===== src/rtl/capture_readout_tx_if.sv =====
// Purpose : groups the capture-FIFO, byte-transmitter and status signals of capture_readout_tx.
// Latency : n/a (wires only).
// Backpressure: txBusy from the byte transmitter; dataReadyToRead/dataValid from the capture FIFO.
// Ports   : master = readout engine (drives dataRead, txData, txStart, busy, done, wordCount);
//           slave  = environment (drives readoutStart, dataReadyToRead, dataValid, dataIn, txBusy).
interface capture_readout_tx_if;
    logic        readoutStart;
    logic        dataReadyToRead;
    logic        dataValid;
    logic [15:0] dataIn;
    logic        dataRead;
    logic [7:0]  txData;
    logic        txStart;
    logic        txBusy;
    logic        busy;
    logic        done;
    logic [7:0]  wordCount;

    modport master (
        input  readoutStart, dataReadyToRead, dataValid, dataIn, txBusy,
        output dataRead, txData, txStart, busy, done, wordCount
    );

    modport slave (
        output readoutStart, dataReadyToRead, dataValid, dataIn, txBusy,
        input  dataRead, txData, txStart, busy, done, wordCount
    );
endinterface


===== src/rtl/capture_readout_tx.sv =====
// Purpose : reads 16-bit words from a capture FIFO and streams them as HEADER, hi/lo bytes, XOR trailer.
// Latency : first byte offered 2 cycles after readoutStart; each byte offer follows a 1-cycle txStart gap.
// Backpressure: txStart/txData held while txBusy=1; FIFO starvation ends the packet after EMPTY_TIMEOUT idle cycles.
// Ports   : clk, rst_n (synchronous, active-low), bus (capture_readout_tx_if.master).
module capture_readout_tx #(
    parameter int unsigned NUM_WORDS     = 128,
    parameter logic [7:0]  HEADER        = 8'hA5,
    parameter int unsigned EMPTY_TIMEOUT = 1000
) (
    input  logic                        clk,
    input  logic                        rst_n,
    capture_readout_tx_if.master        bus
);

    typedef enum logic [2:0] {
        IDLE       = 3'd0,
        SEND_HDR   = 3'd1,
        FETCH      = 3'd2,
        WAIT_VALID = 3'd3,
        SEND_HI    = 3'd4,
        SEND_LO    = 3'd5,
        SEND_TRL   = 3'd6
    } state_t;

    localparam logic [15:0] TIMEOUT_LAST = 16'(EMPTY_TIMEOUT - 1);
    localparam logic [7:0]  LAST_IDX     = 8'(NUM_WORDS - 1);

    state_t      state_q, state_d;
    logic        tx_start_q, tx_start_d;
    logic [7:0]  tx_data_q, tx_data_d;
    logic        done_q, done_d;
    logic [7:0]  word_cnt_q, word_cnt_d;
    logic [7:0]  chk_q, chk_d;
    logic [15:0] idle_cnt_q, idle_cnt_d;
    logic [15:0] word_q, word_d;
    logic        data_read;
    logic [7:0]  byte_sel;
    logic        tx_xfer;
    logic        idle_cyc;
    logic        timeout;

    assign tx_xfer  = tx_start_q && !bus.txBusy;
    // Starvation: waiting for the FIFO to fill, or for read data to come back.
    assign idle_cyc = ((state_q == FETCH) && !bus.dataReadyToRead) ||
                      ((state_q == WAIT_VALID) && !bus.dataValid);
    // This cycle is the EMPTY_TIMEOUT-th consecutive idle one.
    assign timeout  = idle_cyc && (idle_cnt_q == TIMEOUT_LAST);

    // State register
    always_ff @(posedge clk) begin
        if (!rst_n) begin
            state_q <= IDLE;
        end else begin
            state_q <= state_d;
        end
    end

    // Next-state logic
    always_comb begin
        state_d = state_q;
        case (state_q)
            IDLE:       if (bus.readoutStart) state_d = SEND_HDR;
            SEND_HDR:   if (tx_xfer) state_d = FETCH;
            FETCH: begin
                if (bus.dataReadyToRead) state_d = WAIT_VALID;
                else if (timeout)        state_d = SEND_TRL;
            end
            WAIT_VALID: begin
                if (bus.dataValid) state_d = SEND_HI;
                else if (timeout)  state_d = SEND_TRL;
            end
            SEND_HI:    if (tx_xfer) state_d = SEND_LO;
            SEND_LO: begin
                if (tx_xfer) state_d = (word_cnt_q == LAST_IDX) ? SEND_TRL : FETCH;
            end
            SEND_TRL:   if (tx_xfer) state_d = IDLE;
            default:    state_d = IDLE;
        endcase
    end

    // Byte offered in each send state
    always_comb begin
        byte_sel = 8'h00;
        case (state_q)
            SEND_HDR: byte_sel = HEADER;
            SEND_HI:  byte_sel = word_q[15:8];
            SEND_LO:  byte_sel = word_q[7:0];
            SEND_TRL: byte_sel = chk_q;
            default:  byte_sel = 8'h00;
        endcase
    end

    // Output / datapath next-state logic
    always_comb begin
        data_read   = 1'b0;
        tx_start_d  = tx_start_q;
        tx_data_d   = tx_data_q;
        done_d      = 1'b0;
        word_cnt_d  = word_cnt_q;
        chk_d       = chk_q;
        word_d      = word_q;
        idle_cnt_d  = (idle_cyc && !timeout) ? idle_cnt_q + 16'd1 : 16'd0;
        case (state_q)
            IDLE: begin
                if (bus.readoutStart) begin
                    word_cnt_d = 8'd0;
                    chk_d      = 8'h00;
                end
            end
            FETCH:      data_read = bus.dataReadyToRead;
            WAIT_VALID: if (bus.dataValid) word_d = bus.dataIn;
            SEND_HDR, SEND_HI, SEND_LO, SEND_TRL: begin
                // txStart is low on entry (the gap after the previous transfer);
                // use that cycle to load the byte, then hold it until accepted.
                if (!tx_start_q) begin
                    tx_start_d = 1'b1;
                    tx_data_d  = byte_sel;
                end else if (!bus.txBusy) begin
                    tx_start_d = 1'b0;
                    if ((state_q == SEND_HI) || (state_q == SEND_LO)) chk_d = chk_q ^ tx_data_q;
                    if (state_q == SEND_LO)  word_cnt_d = word_cnt_q + 8'd1;
                    if (state_q == SEND_TRL) done_d = 1'b1;
                end
            end
            default: ;
        endcase
    end

    always_ff @(posedge clk) begin
        if (!rst_n) begin
            tx_start_q <= 1'b0;
            tx_data_q  <= 8'h00;
            done_q     <= 1'b0;
            word_cnt_q <= 8'd0;
            chk_q      <= 8'h00;
            idle_cnt_q <= 16'd0;
            word_q     <= 16'h0000;
        end else begin
            tx_start_q <= tx_start_d;
            tx_data_q  <= tx_data_d;
            done_q     <= done_d;
            word_cnt_q <= word_cnt_d;
            chk_q      <= chk_d;
            idle_cnt_q <= idle_cnt_d;
            word_q     <= word_d;
        end
    end

    assign bus.dataRead  = data_read;
    assign bus.txStart   = tx_start_q;
    assign bus.txData    = tx_data_q;
    assign bus.busy      = (state_q != IDLE);
    assign bus.done      = done_q;
    assign bus.wordCount = word_cnt_q;

endmodule


===== src/flat_wrapper.sv =====
// flat-port wrapper written by rule: the top's interface ports become plain ports
module capture_readout_tx_flat 
#(
    parameter int unsigned NUM_WORDS     = 128,
    parameter logic [7:0]  HEADER        = 8'hA5,
    parameter int unsigned EMPTY_TIMEOUT = 1000
)
  (clk, rst_n, bus_readoutStart, bus_dataReadyToRead, bus_dataValid, bus_dataIn, bus_txBusy, bus_dataRead, bus_txData, bus_txStart, bus_busy, bus_done, bus_wordCount);
  capture_readout_tx_if bus_i ();
  input  logic clk;
  input  logic rst_n;
  input wire logic [$bits(bus_i.readoutStart)-1:0] bus_readoutStart;
  input wire logic [$bits(bus_i.dataReadyToRead)-1:0] bus_dataReadyToRead;
  input wire logic [$bits(bus_i.dataValid)-1:0] bus_dataValid;
  input wire logic [$bits(bus_i.dataIn)-1:0] bus_dataIn;
  input wire logic [$bits(bus_i.txBusy)-1:0] bus_txBusy;
  output wire logic [$bits(bus_i.dataRead)-1:0] bus_dataRead;
  output wire logic [$bits(bus_i.txData)-1:0] bus_txData;
  output wire logic [$bits(bus_i.txStart)-1:0] bus_txStart;
  output wire logic [$bits(bus_i.busy)-1:0] bus_busy;
  output wire logic [$bits(bus_i.done)-1:0] bus_done;
  output wire logic [$bits(bus_i.wordCount)-1:0] bus_wordCount;
  assign bus_i.readoutStart = bus_readoutStart;
  assign bus_i.dataReadyToRead = bus_dataReadyToRead;
  assign bus_i.dataValid = bus_dataValid;
  assign bus_i.dataIn = bus_dataIn;
  assign bus_i.txBusy = bus_txBusy;
  assign bus_dataRead = bus_i.dataRead;
  assign bus_txData = bus_i.txData;
  assign bus_txStart = bus_i.txStart;
  assign bus_busy = bus_i.busy;
  assign bus_done = bus_i.done;
  assign bus_wordCount = bus_i.wordCount;
  capture_readout_tx #(.NUM_WORDS(NUM_WORDS), .HEADER(HEADER), .EMPTY_TIMEOUT(EMPTY_TIMEOUT)) u_core (.clk(clk), .rst_n(rst_n), .bus(bus_i));
endmodule

===== config.mk =====
export PLATFORM = sky130hd
export DESIGN_NAME = capture_readout_tx_flat
export DESIGN_NICKNAME = d
export VERILOG_FILES = /design/src/rtl/capture_readout_tx_if.sv /design/src/rtl/capture_readout_tx.sv /design/src/flat_wrapper.sv
export SDC_FILE = /design/constraint.sdc
export NUM_CORES = 1
export LEC_CHECK = 0
export CORE_ASPECT_RATIO = 1.25
export CORE_MARGIN = 2
export CORE_UTILIZATION = 48
export CTS_CLUSTER_DIAMETER = 50
export DETAILED_ROUTE_END_ITERATION = 16
export HOLD_SLACK_MARGIN = 0.05
export PLACE_DENSITY = 0.72
export SLEW_MARGIN = 20
export SYNTH_ARGS = -nofsm -noshare
export SYNTH_HDL_FRONTEND = slang
export SYNTH_SLANG_ARGS = --single-unit

===== constraint.sdc =====
create_clock -name clk -period 2.9 [get_ports clk]
set_input_delay 0.435 -clock clk [delete_from_list [all_inputs] [get_ports clk]]
set_output_delay 0.435 -clock clk [all_outputs]
set_load 0.01 [all_outputs]

== Word level (Yosys, flattened, before mapping) ==
Cells that the tools add are included.
Widths: inputs -> output; s select.
Word-level totals
  output and inout bits: 20
  word-level logic and storage cells: 77
  bits of input ports: 22
  register bits: 61
Cells by class
  bitwise operators: 4
  equality and inequality tests: 17
  add/subtract/negate cells: 2
  reduce and logical (&&, ||, !) cells: 22
  muxes and demuxes: 24
Operators by type and width (count)
  $mux 8: 7
  $pmux 8 s2: 2
  $pmux 8 s4: 1
  $mux 3: 9
  $pmux 3 s7: 1
  $add 16x1->16 const B: 1
  $eq 16x10->1 const B: 1
  $reduce_and 5->1: 3
  $ne 2x1->1 const B: 7
  $eq 3x3->1 const B: 3
  $add 8x1->8 const B: 1
  $eq 8x7->1 const B: 1
  $reduce_or 4->1: 2
  $xor 8x8->8: 1
  $eq 3x2->1 const B: 2
  $reduce_and 2->1: 3
  $logic_and 1x1->1: 5
  $logic_not 1->1: 4
  $mux 1: 4
  $ne 2x2->1 const B: 2
  $eq 3x1->1 const B: 1
  $logic_not 3->1: 1
  $not 1->1: 3
  $reduce_bool 3->1: 1
  2 further kinds: 3

== Longest topological paths before layout ==
Gate-level depths: netlist (run 1).
  word-level depth: 7
  depth in mapped cells: 7
  mapped depth without buffers: 5

== Least setup slack after synthesis (run 1) ==
OpenSTA, ideal clock, no wires.
  kind: register to register
  start point: register u_core.idle_cnt_q[13]
  end point: register u_core.state_q[2]
  library setup time: 0.074 ns
  path buffers: 0
  clock period less this slack: 1.924 ns
  path slack: 0.976 ns
  data required time: 2.826 ns
  stages on the path, launching flop included: 5
  data arrival time: 1.850 ns
  path through: dfxtp_1 or4_1 or4_4 or3b_1 a31oi_1
On the way
  longest elaborated chain between the ends: 5
  elaborated cells between the ends (all ways): 6
  those cells by class: eq/ne (1); mux (4); reduce/logical (1)
RTL lines
  start, declared: RTL line capture_readout_tx.sv:34  | logic [15:0] idle_cnt_q, idle_cnt_d;
  start signal, assigned: RTL line capture_readout_tx.sv:144  | idle_cnt_q <= idle_cnt_d;
  $eq 16x10->1 *: RTL line capture_readout_tx.sv:47  | assign timeout = idle_cyc && (idle_cnt_q == TIMEOUT_LAST);
  $logic_and 1x1->1 *: RTL line capture_readout_tx.sv:47
  $mux 3 *
  $mux 3, on equally long branches
  $pmux 3 s7 *
  end signal, assigned: RTL line capture_readout_tx.sv:54  | state_q <= state_d;
  end, declared: RTL line capture_readout_tx.sv:28  | state_t state_q, state_d;
Mark *: on every way between the ends. The rest lies on a longest branch, timed or not.
A chain may end at the register's enable or synchronous reset.

== Worst setup path after layout (run 1) ==
  start point: register u_core.state_q[0]
  end point: output port bus_busy
On the way
  longest elaborated chain between the ends: 1
RTL lines
  $reduce_bool 3->1: RTL line capture_readout_tx.sv:152  | assign bus.busy = (state_q != IDLE);
  end, declared: RTL line flat_wrapper.sv:20  | output wire logic [$bits(bus_i.busy)-1:0] bus_busy;
Every way passes these cells.

==> metrics.txt, run 1 <==
status=finished, final reports clean; Max clock buf depth=2; die footprint=6560 um2; endpoints failing setup=0; Rel. slew slack=55.4%; hold_sp=u_core.word_q[2]; core area=5780 um2; Die Ht=90.1 um; nets@finish=399; Critical Path Max Stage Delay=750 ps; r2r setup slk=760 ps; P_int=1.26 mW; mux share of post-synthesis cell area=1.76%; post-synthesis simple-gate area fraction=22.9%; Ant. Diodes=0; Synth warnings=0; Comb power frac=9.7%; fin util=59.4%; post-synthesis cell type count=50; worst path required time=2470 ps; Synth top area share=42.9%; worst-margin pin slew=669 ps; Data arrival, critical path=1890 ps; syn_area_per_cell=8.52 um2; final hold vios=0; critical path capture point type=primary output; # H-tree levels=3; worst vdd ir=0.267 mV; Tcrit/Tclk final=80.3%; total number of vias=2482; initial antenna violation count=0; CTS buffer count=9; pwr/cell area=485 nW/um2; hold path cells=2; asr flop ratio synth=0%; Synth-to-Final Area Change=20.6%; WL/cell=14.7 um; most frequent cells in the layout=61 x dfxtp_1, 46 x nand2_1, 41 x clkdlybuf4s50_1, 36 x nor2_1, 27 x a21oi_1; DRC marker count from the first detailed-route iteration=139; CTS Hold Buffers Added=0; Worst Setup Path Type=flip-flop to primary output; synth top area cells=dfxtp_1 43%, nand2_1 6.1%, a21oi_1 4.7%; R2R Path Start=u_core.idle_cnt_q[13]; RePlAce Congestion=0.795; Setup Fix Bufs, Post-CTS=0; EDFF count, synth=0; Cell Chain, Critical Path=or3_1 > clkdlybuf4s50_1; post-DP HPWL=4690 um; Cells after Synth=334; Period minus WS final=2330 ps; sum of negative setup slack=0 ps; Switching Power=0.401 mW; post-cts resize count=0; GR peak layer=met2; Reg power frac=52.6%; Leakage=1.10 nW; # DRC=0; routed wire length=6530 um; clock share of power=37.6%; crit path launch type=flip-flop; final count of pins violating max slew=0; Initial Util=49.2%; Hold Path End=u_core.word_q[2]; Worst-path clk slew=60 ps; adder and majority gate portion of the synthesized area=0.880%; share of cells above drive strength 1=7.92%; Compound-Gate Fraction of Synth Area=18.6%; Net Count, Synth=358; Clock Skew=5.65 ps; largest net degree at the start of global routing=25; count of state elements after synthesis=61; sequential area share after synthesis=42.9%; biggest area consumer among synthesized cells=dfxtp_1; Detailed Routing Iterations Pass 1=4; Cell Area, Synth=2850 um2; layout filler cell count=551; total grt overflow=0; Max Cap Violations=0; GRT met1 Usage=24.6%; vias in the first global route=2353; commonest non-fill, non-tap cell in the layout=dfxtp_1; Die Wd=72.9 um; clk_lat worst skew=340 ps; RSZ-0062 raised after global routing=no; r2r endpoint=u_core.state_q[2]; clock root cell=clkbuf_8; Worst Hold Class=flip-flop to flip-flop; IO Port Bufs=41; Worst path slowest cell=dfxtp_1; CTS tree=built; largest family of logic cells by synthesized area=simple AND/OR/NAND/NOR gates; Sw Share=24.1%; Largest delay share family, worst path=flip-flops; total track usage=21.5%; io pins=42; FMAX=429 MHz; first-pass GRT wire length=10900 um; Buf/Inv on CP=1; Crit Path Max Fanout=20; reg2reg path depth=4; antenna-violating nets left=0; CTS Sinks=61; xor/xnor cell area share of the yosys netlist=7.70%; ys flop type=dfxtp_1; row cnt=31; met2 usage=36.2%; grt met3 use=4.60%; vias per inst=5.58
[routing by layer]
layer,up-vias,part of all wire [%]
met5,-,0
met4,0,3.1
met3,16,4.4
met2,65,52
met1,1141,41
li1,1260,-
[tightest hold or removal path, cell delays in order (launching register included)]
cell	delay, ps
dfxtp_1	310
nand2_1	50
a21oi_1	50
[cell usage after synthesis (all sizes together) (4+ instances only)]
cell type and instances:
or4 4, mux2i 5, o2bb2ai 6, clkbuf 17
nand3 9, a21oi 27, dfxtp 61, nand2 46
xnor2 15, a211oi 4, nor2 37, o211ai 9
inv 8, o21ai 13, or3 4, nor4 4
nand4 4, a22oi 6, xor2 10
[layout make-up]
cell class                 count  area (um2)  area share, %
timing repair buffer          48         463           13.5
multi-input combinational    247        1480           43.0
tap                           66        82.6           2.41
inverter                       8        30.0          0.875
clock buffer                  13         149           4.34
clock inverter                 2        10.0          0.292
sequential                    61        1220           35.6
[registers in the layout (all words and copies together) (netlist names)]
name / flops
u_core.idle_cnt_q: 16
u_core.bus.txData: 8
u_core.state_q: 3
u_core.bus.done: 1
u_core.bus.wordCount: 8
u_core.bus.txStart: 1
u_core.chk_q: 8
u_core.word_q: 16
[per-stage QoR]
stage | instance area [um2] | total power, mW | hold WS (ps) | setup WS, ps | std cells
final | 3430 | 1.66 | 452 | 571 | 445
after global routing | 3430 | 1.73 | 469 | 481 | 445
after CTS | 3430 | 1.68 | 454 | 574 | 445
after detailed placement | 3270 | 1.05 | 446 | 550 | 430
after global placement | 3270 | 1.05 | 435 | 575 | 430
after floorplan | 2850 | 0.975 | 425 | 976 | 334
[logic make-up after synthesis]
logic type      count (synthesis)
flops                          61
mux                             5
xor+xnor                       25
fa+ha+maj                       2
simple gates                  133
buf+inv                        26
compound gates                 82
[worst max-delay path by stage]
stage / start / to / depth (start not counted)
floorplan: u_core.idle_cnt_q[13] / u_core.state_q[2] / 4
global placement: bus_readoutStart / u_core.bus.wordCount[6] / 5
detailed placement: bus_readoutStart / u_core.bus.wordCount[7] / 5
CTS: u_core.state_q[0] / bus_busy / 2
global route: u_core.state_q[0] / bus_busy / 2
finish: u_core.state_q[0] / bus_busy / 2
[power by group through the flow]
| stage | combinational (mW) | clock, mW | sequential [mW] |
|---|---|---|---|
| after floorplan | 0.0888 | 0 | 0.886 |
| after global placement | 0.158 | 0 | 0.894 |
| after detailed placement | 0.160 | 0 | 0.894 |
| after CTS | 0.162 | 0.639 | 0.876 |
| after global routing | 0.178 | 0.675 | 0.878 |
| final | 0.162 | 0.626 | 0.877 |
Note: power is estimated with default switching activity, not from simulation.
==> run 2, diff against run 1 <==
--- a/config.mk
+++ b/config.mk
@@ -11,7 +11,7 @@
 export CTS_CLUSTER_DIAMETER = 50
 export DETAILED_ROUTE_END_ITERATION = 16
 export HOLD_SLACK_MARGIN = 0.05
-export PLACE_DENSITY = 0.72
+export PLACE_DENSITY = 0.75
 export SLEW_MARGIN = 20
 export SYNTH_ARGS = -nofsm -noshare
 export SYNTH_HDL_FRONTEND = slang
==> constraint.sdc (replaced) <==
create_clock -name clk -period 2.03 [get_ports clk]
set_input_delay 0.3045 -clock clk [delete_from_list [all_inputs] [get_ports clk]]
set_output_delay 0.3045 -clock clk [all_outputs]
set_load 0.01 [all_outputs]
==> run 2 against run 1 <==
- combinational power grew 53%
- die area is the same
- setup slack worse by 510 ps
- clock power increased by 120%
- first-iteration DRC count grew 40%
- clock-buffer cell count unchanged
- non-clock buffer count rose by 13
- via count is 2.5% higher
- routed wire length up 2.6%
- clock skew increased by 2.2 ps
- cell area increased by 6.2%
==> metrics.txt, run 2 (synthesized netlist as in run 1, its figures left out) <==
Setup Fix Bufs, Post-CTS=0 (unchanged); vias in the first global route=2506 (+6.5%); first-pass GRT wire length=11400 um (+4.9%); Worst path slowest cell=or4_4; final count of pins violating max slew=0 (unchanged); clk_lat worst skew=340 ps (about the same); WL/cell=14.6 um (-0.57%); Hold Slack=460 ps (+8.18 ps); crit path launch type=flip-flop; Leakage=1.23 nW (+11%); CTS tree=built; total number of vias=2543 (+2.5%); clock root cell=clkbuf_8; # H-tree levels=3 (unchanged); Max clock buf depth=2 (unchanged); commonest non-fill, non-tap cell in the layout=dfxtp_1; Die Ht=90.1 um (unchanged); worst path required time=2300 ps (-170 ps); share of cells above drive strength 1=12.5% (+4.6 points); total power=2.88 mW (+73%); Worst Hold Class=flip-flop to flip-flop; Post-Place Setup Slack=-132 ps (-682 ps); RSZ-0062 raised after global routing=no; Period minus WS final=1970 ps; worst-margin pin slew=561 ps (-108 ps); Cell Chain, Critical Path=or3_2 > or4_4 > or3b_1 > a31oi_1; Synth-to-Final Area Change=28.1%; Ant. Diodes=0 (unchanged); worst vdd ir=0.608 mV (+130%); io pins=42 (unchanged); critical path capture point type=flip-flop; FMAX=508 MHz; routed wire length=6690 um (+2.6%); CTS buffer count=9 (unchanged); final hold vios=0 (unchanged); Worst-path clk slew=70 ps (about the same); status=finished, final reports clean; pwr/cell area=790 nW/um2 (+63%); layout filler cell count=491 (-11%); nets@finish=412 (+3.3%); Clock Skew=7.81 ps (+2.16 ps); post-DP HPWL=4790 um (+2.0%); final worst slack=59.9 ps (-511 ps); Max Cap Violations=0 (unchanged); Initial Util=49.2% (unchanged); endpoints failing setup=0 (unchanged); total grt overflow=0 (unchanged); core area=5780 um2 (unchanged); Worst Setup Path Type=flip-flop to flip-flop; Detailed Routing Iterations Pass 1=5 (+1); vias per inst=5.54 (-0.67%); die footprint=6560 um2 (unchanged); RePlAce Congestion=0.785 (-1.2%); DRC marker count from the first detailed-route iteration=195 (+40%); Rel. slew slack=62.4% (+7.0 points); Largest regs=u_core.idle_cnt_q x16, u_core.word_q x16; CTS Sinks=61 (unchanged); row cnt=31 (unchanged); Critical Path Max Stage Delay=560 ps (-190 ps); IO Port Bufs=41 (unchanged); # DRC=0 (unchanged); most frequent cells in the layout=59 x dfxtp_1, 46 x nand2_1, 39 x clkdlybuf4s50_1, 36 x nor2_1, 27 x a21oi_1; Crit Path Max Fanout=4 (-80%); Die Wd=72.9 um (unchanged); Tcrit/Tclk final=97.1%; largest net degree at the start of global routing=25 (unchanged); initial antenna violation count=0 (unchanged); total track usage=22.1% (+0.53 points); antenna-violating nets left=0 (unchanged); Data arrival, critical path=2240 ps (+350 ps)
run 2: cell types whose count changed in the layout (fill, tap and decap cells not counted), moves of 2 or more:
cell             delta
buf_4              +12
bufinv_16           +3
clkbuf_1            -2
clkbuf_8            +2
clkdlybuf4s50_1     -2
clkinv_2            -2
dfxtp_1             -2
dfxtp_2             +2
dlygate4sd2_1       +2
run 2: where the power goes:
group	switching, mW	internal, mW	total [mW]
clock	0.468	0.917	1.39
sequential	0.0259	1.22	1.24
combinational	0.120	0.127	0.248
run 2: per-stage QoR:
step	cells	area, um2	TNS, ps	util (%)
global placement	443	3380	-171	58.5
detailed placement	443	3380	-375	58.5
floorplan	334	2850	0	-
CTS	459	3640	0	63.0
global route	459	3640	0	63.0
finish	459	3640	0	63.0
run 2: critical path: cells and delay by family (launching register included):
kind,cells,cell delay (ps)
simple gates,3,1400
flops,1,340
compound gates,1,160
run 2: layout make-up:
| cell class | instances | area (um2) | area share (%) |
|---|---|---|---|
| sequential | 61 | 1220 | 33.6 |
| clock inverter | 3 | 90.1 | 2.47 |
| tap | 66 | 82.6 | 2.27 |
| multi-input combinational | 247 | 1480 | 40.6 |
| timing repair buffer | 61 | 571 | 15.7 |
| clock buffer | 13 | 169 | 4.64 |
| inverter | 8 | 30.0 | 0.824 |
run 2: worst paths after layout:
| kind | slack [ps] | depth (start not counted) | start | end |
|---|---|---|---|---|
| setup reg to reg | 60 | 4 | u_core.idle_cnt_q[4] | u_core.state_q[2] |
| setup / recovery | 60 | 4 | u_core.idle_cnt_q[4] | u_core.state_q[2] |
| hold reg to reg | 460 | 2 | u_core.word_q[0] | u_core.word_q[0] |
| hold / removal | 460 | 2 | u_core.word_q[0] | u_core.word_q[0] |
run 2: timing repair:
item	in CTS	in global routing
gates resized for setup	3	2
pin swaps	0	1
hold buffers	0	0
endpoints found under the setup margin	2	1
run 2: per-layer routing:
layer	up-vias	global-route usage [%]	share of wire, %
met1	1184	25.9	42
met4	0	8.49	2.4
met2	60	37.9	51
met3	12	5.38	4.2
li1	1287	-	-
met5	-	0	0
